--- config.mk ---
export PLATFORM = sky130hd
export DESIGN_NAME = uart_rx
export DESIGN_NICKNAME = d
export VERILOG_FILES = /design/src/rtl/uart_pkg.sv /design/src/rtl/uart_rx_sync.sv /design/src/rtl/uart_rx.sv
export SDC_FILE = /design/constraint.sdc
export NUM_CORES = 1
export LEC_CHECK = 0
export ABC_AREA = 1
export CAP_MARGIN = 10
export CORE_MARGIN = 2
export CORE_UTILIZATION = 40
export DETAILED_ROUTE_END_ITERATION = 10
export PLACE_DENSITY = 0.75
export SYNTH_ARGS = -nofsm -noshare
export SYNTH_HDL_FRONTEND = slang
export SYNTH_HIERARCHICAL = 1
export SYNTH_SLANG_ARGS = --single-unit
--- constraint.sdc ---
create_clock -name clk -period 1.3 [get_ports clk]
set_input_delay 0.13 -clock clk [delete_from_list [all_inputs] [get_ports clk]]
set_output_delay 0.13 -clock clk [all_outputs]
set_load 0.01 [all_outputs]
--- src/rtl/uart_pkg.sv ---
// Shared definitions for the UART receive path: FSM state encoding and the
// default frame geometry used by uart_rx.
package uart_pkg;

  // Default number of data bits per frame (LSB first on the line)
  localparam int DATA_BITS_DEF  = 8;

  // Default number of bd_tick pulses per bit period (even, >= 4)
  localparam int OVERSAMPLE_DEF = 16;

  // Receiver FSM states
  typedef enum logic [1:0] {
    IDLE  = 2'd0,
    START = 2'd1,
    DATA  = 2'd2,
    STOP  = 2'd3
  } rx_state_e;

endpackage : uart_pkg

--- src/rtl/uart_rx_sync.sv ---
// Two-flop synchronizer for the asynchronous serial line. Both flops reset to
// 1 so that the idle-high line never looks like a start edge out of reset.
module uart_rx_sync (
  input  logic clk,
  input  logic rst,
  input  logic d,
  output logic q
);

  logic meta_r;
  logic sync_r;

  // Shift the raw line through two flops to settle metastability
  always_ff @(posedge clk or posedge rst) begin
    if (rst) begin
      meta_r <= 1'b1;
      sync_r <= 1'b1;
    end else begin
      meta_r <= d;
      sync_r <= meta_r;
    end
  end

  assign q = sync_r;

endmodule : uart_rx_sync

--- src/rtl/uart_rx.sv ---
// Oversampling UART receiver. Detects a start edge, confirms it at mid-bit,
// samples DATA_BITS data bits LSB first at the centre of each bit, then checks
// the stop bit. A good frame loads data_out and raises data_valid until the
// consumer acknowledges; a bad stop bit pulses frame_err; a good frame landing
// on an unacknowledged word pulses overrun.
module uart_rx
  import uart_pkg::*;
#(
  parameter int DATA_BITS  = DATA_BITS_DEF,
  parameter int OVERSAMPLE = OVERSAMPLE_DEF
) (
  input  logic                 clk,
  input  logic                 rst,
  input  logic                 bd_tick,
  input  logic                 rx,
  input  logic                 data_ack,
  output logic [DATA_BITS-1:0] data_out,
  output logic                 data_valid,
  output logic                 frame_err,
  output logic                 overrun
);

  localparam int TICK_W = (OVERSAMPLE > 2) ? $clog2(OVERSAMPLE) : 1;
  localparam int BIT_W  = (DATA_BITS > 1) ? $clog2(DATA_BITS) : 1;

  localparam logic [TICK_W-1:0] TICK_ZERO = {TICK_W{1'b0}};
  localparam logic [TICK_W-1:0] TICK_ONE  = TICK_W'(1);
  localparam logic [TICK_W-1:0] TICK_MID  = TICK_W'(OVERSAMPLE / 2 - 1);
  localparam logic [TICK_W-1:0] TICK_LAST = TICK_W'(OVERSAMPLE - 1);
  localparam logic [BIT_W-1:0]  BIT_ZERO  = {BIT_W{1'b0}};
  localparam logic [BIT_W-1:0]  BIT_ONE   = BIT_W'(1);
  localparam logic [BIT_W-1:0]  BIT_LAST  = BIT_W'(DATA_BITS - 1);

  logic                 rx_s;
  rx_state_e            state_r;
  logic [TICK_W-1:0]    tick_cnt_r;
  logic [BIT_W-1:0]     bit_cnt_r;
  logic [DATA_BITS-1:0] shift_r;
  logic                 stop_sample_s;
  logic                 frame_ok_s;
  logic                 frame_bad_s;

  uart_rx_sync u_sync (
    .clk (clk),
    .rst (rst),
    .d   (rx),
    .q   (rx_s)
  );

  // Flag the stop-bit mid sample and classify the frame it closes
  always_comb begin
    stop_sample_s = 1'b0;
    frame_ok_s    = 1'b0;
    frame_bad_s   = 1'b0;
    if (bd_tick && (state_r == STOP) && (tick_cnt_r == TICK_LAST)) begin
      stop_sample_s = 1'b1;
      frame_ok_s    = rx_s;
      frame_bad_s   = ~rx_s;
    end else begin
      stop_sample_s = 1'b0;
      frame_ok_s    = 1'b0;
      frame_bad_s   = 1'b0;
    end
  end

  // Frame sequencing: state, tick/bit counters and data shift register,
  // all advancing only on bd_tick so a missing tick freezes everything
  always_ff @(posedge clk or posedge rst) begin
    if (rst) begin
      state_r    <= IDLE;
      tick_cnt_r <= TICK_ZERO;
      bit_cnt_r  <= BIT_ZERO;
      shift_r    <= {DATA_BITS{1'b0}};
    end else if (bd_tick) begin
      case (state_r)
        IDLE: begin
          if (!rx_s) begin
            state_r    <= START;
            tick_cnt_r <= TICK_ZERO;
          end else begin
            state_r    <= IDLE;
          end
        end
        START: begin
          if (tick_cnt_r == TICK_MID) begin
            // Mid start bit: a high line here was only a glitch
            tick_cnt_r <= TICK_ZERO;
            bit_cnt_r  <= BIT_ZERO;
            state_r    <= rx_s ? IDLE : DATA;
          end else begin
            tick_cnt_r <= tick_cnt_r + TICK_ONE;
          end
        end
        DATA: begin
          if (tick_cnt_r == TICK_LAST) begin
            // One full bit period after the previous mid point
            tick_cnt_r <= TICK_ZERO;
            shift_r    <= {rx_s, shift_r[DATA_BITS-1:1]};
            if (bit_cnt_r == BIT_LAST) begin
              bit_cnt_r <= BIT_ZERO;
              state_r   <= STOP;
            end else begin
              bit_cnt_r <= bit_cnt_r + BIT_ONE;
            end
          end else begin
            tick_cnt_r <= tick_cnt_r + TICK_ONE;
          end
        end
        STOP: begin
          if (tick_cnt_r == TICK_LAST) begin
            // Leave at mid stop bit so an immediate next start edge is caught
            tick_cnt_r <= TICK_ZERO;
            state_r    <= IDLE;
          end else begin
            tick_cnt_r <= tick_cnt_r + TICK_ONE;
          end
        end
        default: begin
          state_r    <= IDLE;
          tick_cnt_r <= TICK_ZERO;
          bit_cnt_r  <= BIT_ZERO;
        end
      endcase
    end else begin
      state_r <= state_r;
    end
  end

  // Consumer-facing outputs: word, valid flag and one-cycle status pulses
  always_ff @(posedge clk or posedge rst) begin
    if (rst) begin
      data_out   <= {DATA_BITS{1'b0}};
      data_valid <= 1'b0;
      frame_err  <= 1'b0;
      overrun    <= 1'b0;
    end else begin
      frame_err <= 1'b0;
      overrun   <= 1'b0;
      if (frame_ok_s) begin
        // New word wins; an ack in this same cycle consumes the old word
        data_out   <= shift_r;
        data_valid <= 1'b1;
        overrun    <= data_valid & ~data_ack;
      end else begin
        if (frame_bad_s) begin
          frame_err <= 1'b1;
        end else begin
          frame_err <= 1'b0;
        end
        if (data_ack) begin
          data_valid <= 1'b0;
        end else begin
          data_valid <= data_valid;
        end
      end
    end
  end

endmodule : uart_rx

# Word level (Yosys, flattened, before mapping)
# Cells that the tools add are included.
# op_classes
addsub	2
n_eq_ne	11
muxes	22
n_bitwise	3
n_reduce_logical	10
# ops
op	count
4-bit 2-to-1 mux	3
4-bit one-hot mux with 3 select lines	1
2-bit 2-to-1 mux	5
3-bit 2-to-1 mux	3
1-bit 2-to-1 mux	8
2-bit inequality test, second input constant	4
2-bit one-hot mux with 4 select lines	1
3-bit one-hot mux with 2 select lines	1
5-bit AND reduction	1
4-bit by 1-bit adder with 4-bit output, second input constant	1
2-bit equality test, second input constant	2
4-bit by 3-bit equality test with 1-bit output, second input constant	1
4-bit equality test, second input constant	1
4-bit AND reduction	1
2-bit nonzero test	2
3-bit by 1-bit adder with 3-bit output, second input constant	1
3-bit equality test, second input constant	1
3-bit AND reduction	1
2-bit by 1-bit equality test with 1-bit output, second input constant	1
1-bit logical AND	2
2-bit zero test	1
2-bit by 1-bit inequality test with 1-bit output, second input constant	1
1-bit NOT	2
2-bit AND reduction	1
2 further kinds	2
# word_totals
ff_bits	30
inputBits	5
out_inout_bits	11
elab_cells	58

# Depth between registers and ports, before layout
# Gate-level depths: netlist of run 1.
# logic_depth
word_depth	6
mapped_depth	8
ltp_nobuf	8

# Modules after synthesis
# The synthesis of run 1 kept the hierarchy.
# by_module_without_submodules
module	n_inst	cells_each	area_per_inst_um2	seq_area_each_um2
uart_rx	1	134	1271.2	700.7
uart_rx_sync	1	3	56.3	52.6

# Worst setup path after synthesis of run 1
# Ideal clock, no wire load.
# synth_timing
path_kind	flip-flop to flip-flop
startpoint	reg tick_cnt_r[0]
endpoint	reg data_out[0]
setup_time_ns	0.117
arrival_ns	1.180
t_required_ns	1.183
slack_ns	0.004
path_stages_with_launch	8
path_buffers	1
period_less_slack_ns	1.296
cell_sequence	dfrtp_1 > ha_1 > nand3_2 > nor2_2 > nand2_2 > buf_6 > nand2_1 > nand2_1
# synth_via
elab_chain_len	3
# synth_rtl
element	line	text
from (decl)	uart_rx.sv:36	logic [TICK_W-1:0] tick_cnt_r;
from (signal assigned)	uart_rx.sv:91	tick_cnt_r <= tick_cnt_r + TICK_ONE;
from (signal assigned)	uart_rx.sv:106	tick_cnt_r <= tick_cnt_r + TICK_ONE;
from (signal assigned)	uart_rx.sv:115	tick_cnt_r <= tick_cnt_r + TICK_ONE;
4-bit equality test	uart_rx.sv:55	if (bd_tick && (state_r == STOP) && (tick_cnt_r == TICK_LAST)) begin
1-bit logical AND	uart_rx.sv:55	
1-bit 2-to-1 mux	uart_rx.sv:55	
to (signal assigned)	uart_rx.sv:132	data_out <= {DATA_BITS{1'b0}};
to (signal assigned)	uart_rx.sv:141	data_out <= shift_r;
to (decl)	uart_rx.sv:17	output logic [DATA_BITS-1:0] data_out,
# No other way between the ends.
# A chain may end at the register's enable or synchronous reset.

# Final worst setup path of run 1
# Ends and elaborated chain as after synthesis.

==> impl_metrics.csv, run 1 <==
group,metric,value,unit
grt,grt_usage,15.9,%
logic_synthesis,yosysUniqueCellTypes,18,
grt,grt_pass1_vias,938,
logic_synthesis,synth_top_flop_cell,"dfrtp_1",
layout,n_fill_cell,254,
logic_synthesis,yosys.area.top_type,"dfrtp_1",
floorplanning,die_w,61.6,um
worst_hold_path,worstHoldPathType,"primary input to async pin",
critical_path,critical_path.cell_chain,"ha_4 -> nand3_4 -> nor2_4 -> nand2_4 -> clkbuf_16 -> nand2_2 -> nand2_1",
cts,clock-root-buffer,"clkbuf_4",
logic_synthesis,syn-num-nets,145,
grt,antenna_found_initial,0,
logic_synthesis,async_flop_share,100,%
sta,period_minus_slack,1.34,ns
routing,route.detailed.drc,0,
critical_path,cpPeakStageDelay,0.41,ns
placement,gp_congestion,0.858,
layout,fin_cells,224,
layout,syn2layout_area_growth,44.6,%
layout,final_layout_size_suffix_gt1_share,38.3,%
sta,finalSetupViolCount,21,
cts,cts_tree,"done",
power_and_ir_drop,p_per_area,1200,nW/um2
power_and_ir_drop,fin_total_pwr,2.31,mW
sta,slew_violations,0,
cts,cts_buffers,5,
placement,port_buffers,15,
floorplanning,num_io_pins,16,
sta,setup_ws,-0.0430,ns
cts,clock_sink_count,30,
run,drv_cap,0,
critical_path,cp_slowest_cell,"dfrtp_1",
routing,routed_wl,2.99,mm
floorplanning,start_util,42.8,%
logic_synthesis,synth-edff-count,0,
grt,grt_max_degree,29,
logic_synthesis,syn_area,1330,um2
critical_path,worst_ep_arrival_time,1.57,ns
critical_path,cp-start-kind,"flip-flop",
critical_path,cp_max_fo,4,
sta,clock_skew,0.0130,ns
logic_synthesis,yosysWarnings,6,
routing,drtPass1Iterations,4,
floorplanning,fp-row-count,20,
outcome,status,"complete, but fails checks",
critical_path,end_kind,"flip-flop",
floorplanning,die_h,61.6,um
floorplanning,dieArea,3800,um2
sta,rsz0062_at_grt,"true",
logic_synthesis,seq_area_frac_synth,56.7,%
power_and_ir_drop,peakVddDrop,672,uV
sta,tightest_slew,0.345,ns
logic_synthesis,yosys.area.top_type_share,52.8,%
layout,nets,187,
power_and_ir_drop,p_leak,0.941,nW
critical_path,required,1.53,ns
placement,dpl.cell_count,209,
routing,drt-initial-drc-count,25,
layout,antenna_cells,0,
routing,antenna_left,0,
logic_synthesis,yosys-top-cells-count,"35 x nand2_1, 28 x dfrtp_1, 16 x inv_1, 16 x o21ai_0, 12 x nand3_1",
sta,hold_viol_final,0,
cts,path_clk_slew,0.10,ns
grt,overflow,0,
cts,clk_latency,0.34,ns
grt,grt_pass1_wl,4.19,mm
cts,h-tree-depth,2,
placement,hpwl,1.72,mm
routing,vias,1077,
outcome,violations,"setup timing",
routing,vias_per_cell,4.81,
sta,post-route-period-util,103,%
logic_synthesis,postSynthAreaPerCell,9.69,um2
logic_synthesis,synth_area_leaders,"dfrtp_1 53%, nand2_1 9.9%, o21ai_0 6.0%",
sta,slew_headroom,76.8,%
logic_synthesis,synth.most_common_cell,"nand2_1",
sta,max_freq,745,MHz
logic_synthesis,synthCells,137,
cts,cts_buffer_depth,2,
routing,wl_per_cell,13.4,um
logic_synthesis,ys_ff_latch,30,
critical_path,critical_path_class,"flip-flop to flip-flop",
floorplanning,core-area,3100,um2
==> layer usage <==
metal	global-route usage, %	wire length, um
met5	0	0
met2	23.8	1540
met1	19.6	1320
met4	7.90	45
met3	7.14	91
==> cell families after synthesis <==
kind of cell / after synthesis / share of synthesized area, %
AND/OR/NAND/NOR: 59 / 21.0
AO/OA/AOI/OAI: 24 / 11.0
buffers and inverters: 19 / 7.07
adder cells (fa/ha/maj): 3 / 2.83
flip-flops: 30 / 56.7
XOR/XNOR: 2 / 1.32
==> registers in the layout, summed over array words and instances (netlist names), 3 cells and up, named ones only <==
register,flops
bit_cnt_r,3
data_out,8
tick_cnt_r,4
shift_r,8
==> metrics by stage <==
stage / hold WS [ns] / worst slack (ns) / cell area, um2 / setup TNS, ns / utilization, %
2_1_floorplan: 0.0415 / 0.00383 / 1330 / 0 / -
3_3_place_gp: 0.346 / -0.0336 / 1640 / -0.222 / 53.0
3_5_place_dp: 0.356 / -0.102 / 1640 / -0.828 / 53.0
4_1_cts: 0.125 / 0.00960 / 1730 / 0 / 55.9
5_1_grt: 0.142 / -0.121 / 1920 / -1.97 / 61.9
6_report: 0.131 / -0.0430 / 1920 / -0.460 / 61.9
==> timing repair <==
item / CTS / global route
cloned: 0 / 2
endpoints found under the setup margin: 33 / 25
pin swaps: 2 / 9
setup buffers: 1 / 4
endpoints found under the hold margin: 0 / 0
resized for setup: 19 / 32
hold buffers: 0 / 0
==> power breakdown <==
| part | switching (mW) | internal (mW) | leakage, nW | total, mW |
|---|---|---|---|---|
| registers | 0.0666 | 0.999 | 0.408 | 1.07 |
| logic | 0.343 | 0.290 | 0.499 | 0.633 |
| clock network | 0.348 | 0.260 | 0.0343 | 0.607 |
| total | 0.757 | 1.55 | 0.941 | 2.31 |
==> final cells by class <==
cell class,instances,area (um2),share of cell area (%)
Tap cell,44,55.1,2.87
Timing Repair Buffer,38,377,19.6
Sequential cell,30,753,39.2
Inverter,16,60.1,3.13
Clock inverter,2,12.5,0.652
Clock buffer,6,51.3,2.67
Multi-Input combinational cell,88,611,31.8
==> critical path, delay by kind of cell, from the launching register on <==
family | cells | cell delay, ns
adders and majority gates | 1 | 0.18
DFF | 1 | 0.41
buffers and inverters | 1 | 0.17
and+or+nand+nor | 5 | 0.47
==> placed cells by master (no fill, tap or decap), types with 2 or more instances in the layout <==
| master | n |
|---|---|
| nor3_1 | 2 |
| o21ai_1 | 3 |
| o21ai_2 | 9 |
| clkdlybuf4s50_1 | 4 |
| nand2_4 | 6 |
| inv_1 | 16 |
| buf_6 | 2 |
| dlygate4sd2_1 | 11 |
| dfstp_2 | 2 |
| nor2_4 | 4 |
| ha_2 | 2 |
| nand2_1 | 25 |
| clkbuf_4 | 5 |
| dfrtp_1 | 28 |
| buf_12 | 2 |
| nand3_2 | 5 |
| nand2_2 | 7 |
| clkbuf_16 | 2 |
| o21ai_0 | 11 |
| nand3_1 | 8 |
| xor2_1 | 2 |
| buf_4 | 17 |
==> worst paths after layout <==
| path | slack [ns] | endpoint | from | cells past startpoint |
|---|---|---|---|---|
| min | 0.13 | u_sync/meta_r | rst | 2 |
| min in group clk | 0.19 | u_sync/meta_r | rx | 1 |
| min reg2reg | 0.38 | u_sync/q | u_sync/meta_r | 0 |
| max in group asynchronous | 1.00 | state_r[0] | rst | 3 |
| max | -0.04 | data_out[0] | tick_cnt_r[0] | 7 |
| max reg2reg | -0.04 | data_out[0] | tick_cnt_r[0] | 7 |
Power figures use the tool's default switching activity.
==> run 2: changes to the inputs <==
--- a/config.mk
+++ b/config.mk
@@ -6,7 +6,7 @@
 export NUM_CORES = 1
 export LEC_CHECK = 0
 export ABC_AREA = 1
-export CAP_MARGIN = 10
+export CAP_MARGIN = 20
 export CORE_MARGIN = 2
 export CORE_UTILIZATION = 40
 export DETAILED_ROUTE_END_ITERATION = 10
==> results of run 2 <==
The final DEF is identical to that of run 1; final timing and power are the same.
==> run 3: changes to the inputs <==
--- a/config.mk
+++ b/config.mk
@@ -6,11 +6,10 @@
 export NUM_CORES = 1
 export LEC_CHECK = 0
 export ABC_AREA = 1
-export CAP_MARGIN = 20
 export CORE_MARGIN = 2
 export CORE_UTILIZATION = 40
 export DETAILED_ROUTE_END_ITERATION = 10
-export PLACE_DENSITY = 0.75
+export PLACE_DENSITY_LB_ADDON = 0.1
 export SYNTH_ARGS = -nofsm -noshare
 export SYNTH_HDL_FRONTEND = slang
 export SYNTH_HIERARCHICAL = 1
==> run 3 against run 2 <==
The flow now finishes without violations. Clock skew fell by 0.0095 ns. Critical path depth did not move. Via count fell by 4.5%. Maximum frequency rose by 5.6%. Wire length fell by 12%. Utilization fell by 2.2 points. Combinational power fell by 15%. Clock-buffer cell count rose by 1. Global-route usage rose by 0.084 points. Total power fell by 4.6%. Largest power group unchanged. Highest routed layer unchanged.
==> impl_metrics.csv, run 3 (synthesis gave the netlist of run 1 again) <==
group,metric,value,unit
grt,grt_pass1_vias,979,
power_and_ir_drop,p_sw,0.686,mW
grt,antenna_found_initial,0,
placement,port_buffers,15,
cts,cts_tree,"done",
critical_path,end_kind,"flip-flop",
worst_hold_path,worstHoldPathType,"primary input to async pin",
outcome,status,"complete, no violations",
sta,clock_skew,0.00343,ns
power_and_ir_drop,p_per_area,1190,nW/um2
sta,rsz0062_at_grt,"true",
layout,fin_cells,222,
floorplanning,start_util,42.8,%
critical_path,cp_max_fo,8,
layout,final_layout_size_suffix_gt1_share,38.2,%
power_and_ir_drop,p_leak,0.921,nW
sta,max_freq,786,MHz
grt,grt_usage,16.0,%
routing,routed_wl,2.63,mm
cts,clk_latency,0.33,ns
floorplanning,fp-row-count,20,
cts,cts_hold_buffers,0,
routing,vias,1029,
cts,h-tree-depth,2,
power_and_ir_drop,sw_frac_of_total,31.2,%
layout,final_common_cell,"dfrtp_1",
critical_path,critical_path.cell_chain,"ha_4 -> nand3_4 -> nor2_2 -> nand2_2 -> buf_4 -> nand2_1 -> o21ai_0",
routing,drt-initial-drc-count,49,
sta,period_minus_slack,1.27,ns
critical_path,r2r_slack,0.03,ns
layout,syn2layout_area_growth,39.4,%
sta,tightest_slew,0.203,ns
layout,reg_top3,"data_out x8, shift_r x8, tick_cnt_r x4",
power_and_ir_drop,seqPwrFrac,49.6,%
cts,cts_buffers,5,
sta,slew_violations,0,
floorplanning,num_io_pins,16,
routing,vias_per_cell,4.64,
critical_path,cpPeakStageDelay,0.40,ns
routing,route.detailed.drc,0,
sta,hold_viol_final,0,
layout,antenna_cells,0,
critical_path,cp-start-kind,"flip-flop",
routing,antenna_left,0,
sta,holdWs,0.141,ns
grt,overflow,0,
grt,grt_max_degree,29,
grt,grt_pass1_wl,4.35,mm
sta,slew_headroom,86.4,%
critical_path,cp_slowest_cell,"dfrtp_1",
floorplanning,die_w,61.6,um
placement,hpwl,1.77,mm
critical_path,critical_path_class,"flip-flop to flip-flop",
power_and_ir_drop,clkPwrFrac,26.0,%
floorplanning,core-area,3100,um2
cts,path_clk_slew,0.09,ns
critical_path,worst_ep_arrival_time,1.49,ns
power_and_ir_drop,power_frac_comb,24.3,%
placement,dpl.cell_count,210,
sta,post-route-period-util,97.9,%
layout,most-common-layout-cells,"26 x dfrtp_1, 23 x nand2_1, 16 x buf_4",
layout,nets,185,
routing,wl_per_cell,11.8,um
run,drv_cap,0,
routing,drtPass1Iterations,4,
cts,cts_buffer_depth,2,
cts,clock-root-buffer,"clkbuf_4",
power_and_ir_drop,cell_internal_pwr,1.51,mW
floorplanning,die_h,61.6,um
cts,clock_sink_count,30,
sta,finalSetupViolCount,0,
layout,n_fill_cell,293,
power_and_ir_drop,peakVddDrop,657,uV
floorplanning,dieArea,3800,um2
critical_path,required,1.51,ns
placement,gp_congestion,0.852,
run 3: cell count changes in the layout (fill, tap and decap cells not counted), moves of 2 or more:
cell     previous run  this run
dfrtp_1            28        26
dfrtp_2             0         2
ha_1                0         2
ha_2                2         0
nand2_1            25        23
nand2_2             7        13
nand2_4             6         2
nor2_2              0         2
nor2_4              4         2
o21ai_0            11         5
o21ai_1             3         9
run 3: worst max-delay path: cells and delay by family, from the launching register on:
family / cells / cell delay (ns)
adder cells (fa/ha/maj): 1 / 0.17
buffers and inverters: 1 / 0.17
AO/OA/AOI/OAI: 1 / 0.06
flip-flops: 1 / 0.40
AND/OR/NAND/NOR: 4 / 0.35
run 3: final timing paths:
check                         startpoint             to  cells after the start
hold / removal                       rst  u_sync/meta_r                      2
min in group clk                      rx  u_sync/meta_r                      1
max in group asynchronous            rst  tick_cnt_r[0]                      3
setup / recovery           tick_cnt_r[1]     shift_r[5]                      7
hold reg to reg            u_sync/meta_r       u_sync/q                      0
setup reg to reg           tick_cnt_r[1]     shift_r[5]                      7
run 3: power groups by stage:
stage          clock network [mW]  registers [mW]  logic [mW]
3_5_place_dp                    0            1.09       0.442
3_3_place_gp                    0            1.08       0.436
2_1_floorplan                   0            1.08       0.227
4_1_cts                     0.599            1.08       0.464
6_report                    0.573            1.09       0.535
5_1_grt                     0.648            1.10       0.605
run 3: metrics by stage:
stage          cell area [um2]  power, mW  util, %  setup slack (ns)  TNS, ns
2_1_floorplan             1330       1.31        -           0.00383        0
3_3_place_gp              1650       1.52     53.2           -0.0898   -0.693
3_5_place_dp              1650       1.53     53.2            -0.107    -1.09
4_1_cts                   1730       2.15     55.7          0.000903        0
5_1_grt                   1850       2.36     59.6           -0.0375   -0.429
6_report                  1850       2.20     59.6            0.0278        0
run 3: what timing repair did:
item	in CTS	in global routing
endpoints found under the setup margin	34	26
cloned	0	2
setup buffers	0	2
endpoints found under the hold margin	0	0
pin swaps	1	3
resized for setup	18	37
run 3: layer usage:
layer  wire, um  vias to the layer above  track usage, %  share of wire, %
li1           -                      527               -                 -
met1       1240                      475            21.3                47
met2       1220                       20            23.5                47
met3        109                        7            3.78               4.2
met4         52                        0            10.0               2.0
met5          0                        -               0                 0
run 3: layout make-up:
type                            instances  area (um2)  area share (%)
Multi-Input combinational cell         88         576            31.1
Timing Repair Buffer                   36         344            18.6
Tap cell                               44        55.1            2.97
Inverter                               16        60.1            3.25
Clock inverter                          1        5.00           0.270
Sequential cell                        30         756            40.8
Clock buffer                            7        55.1            2.97
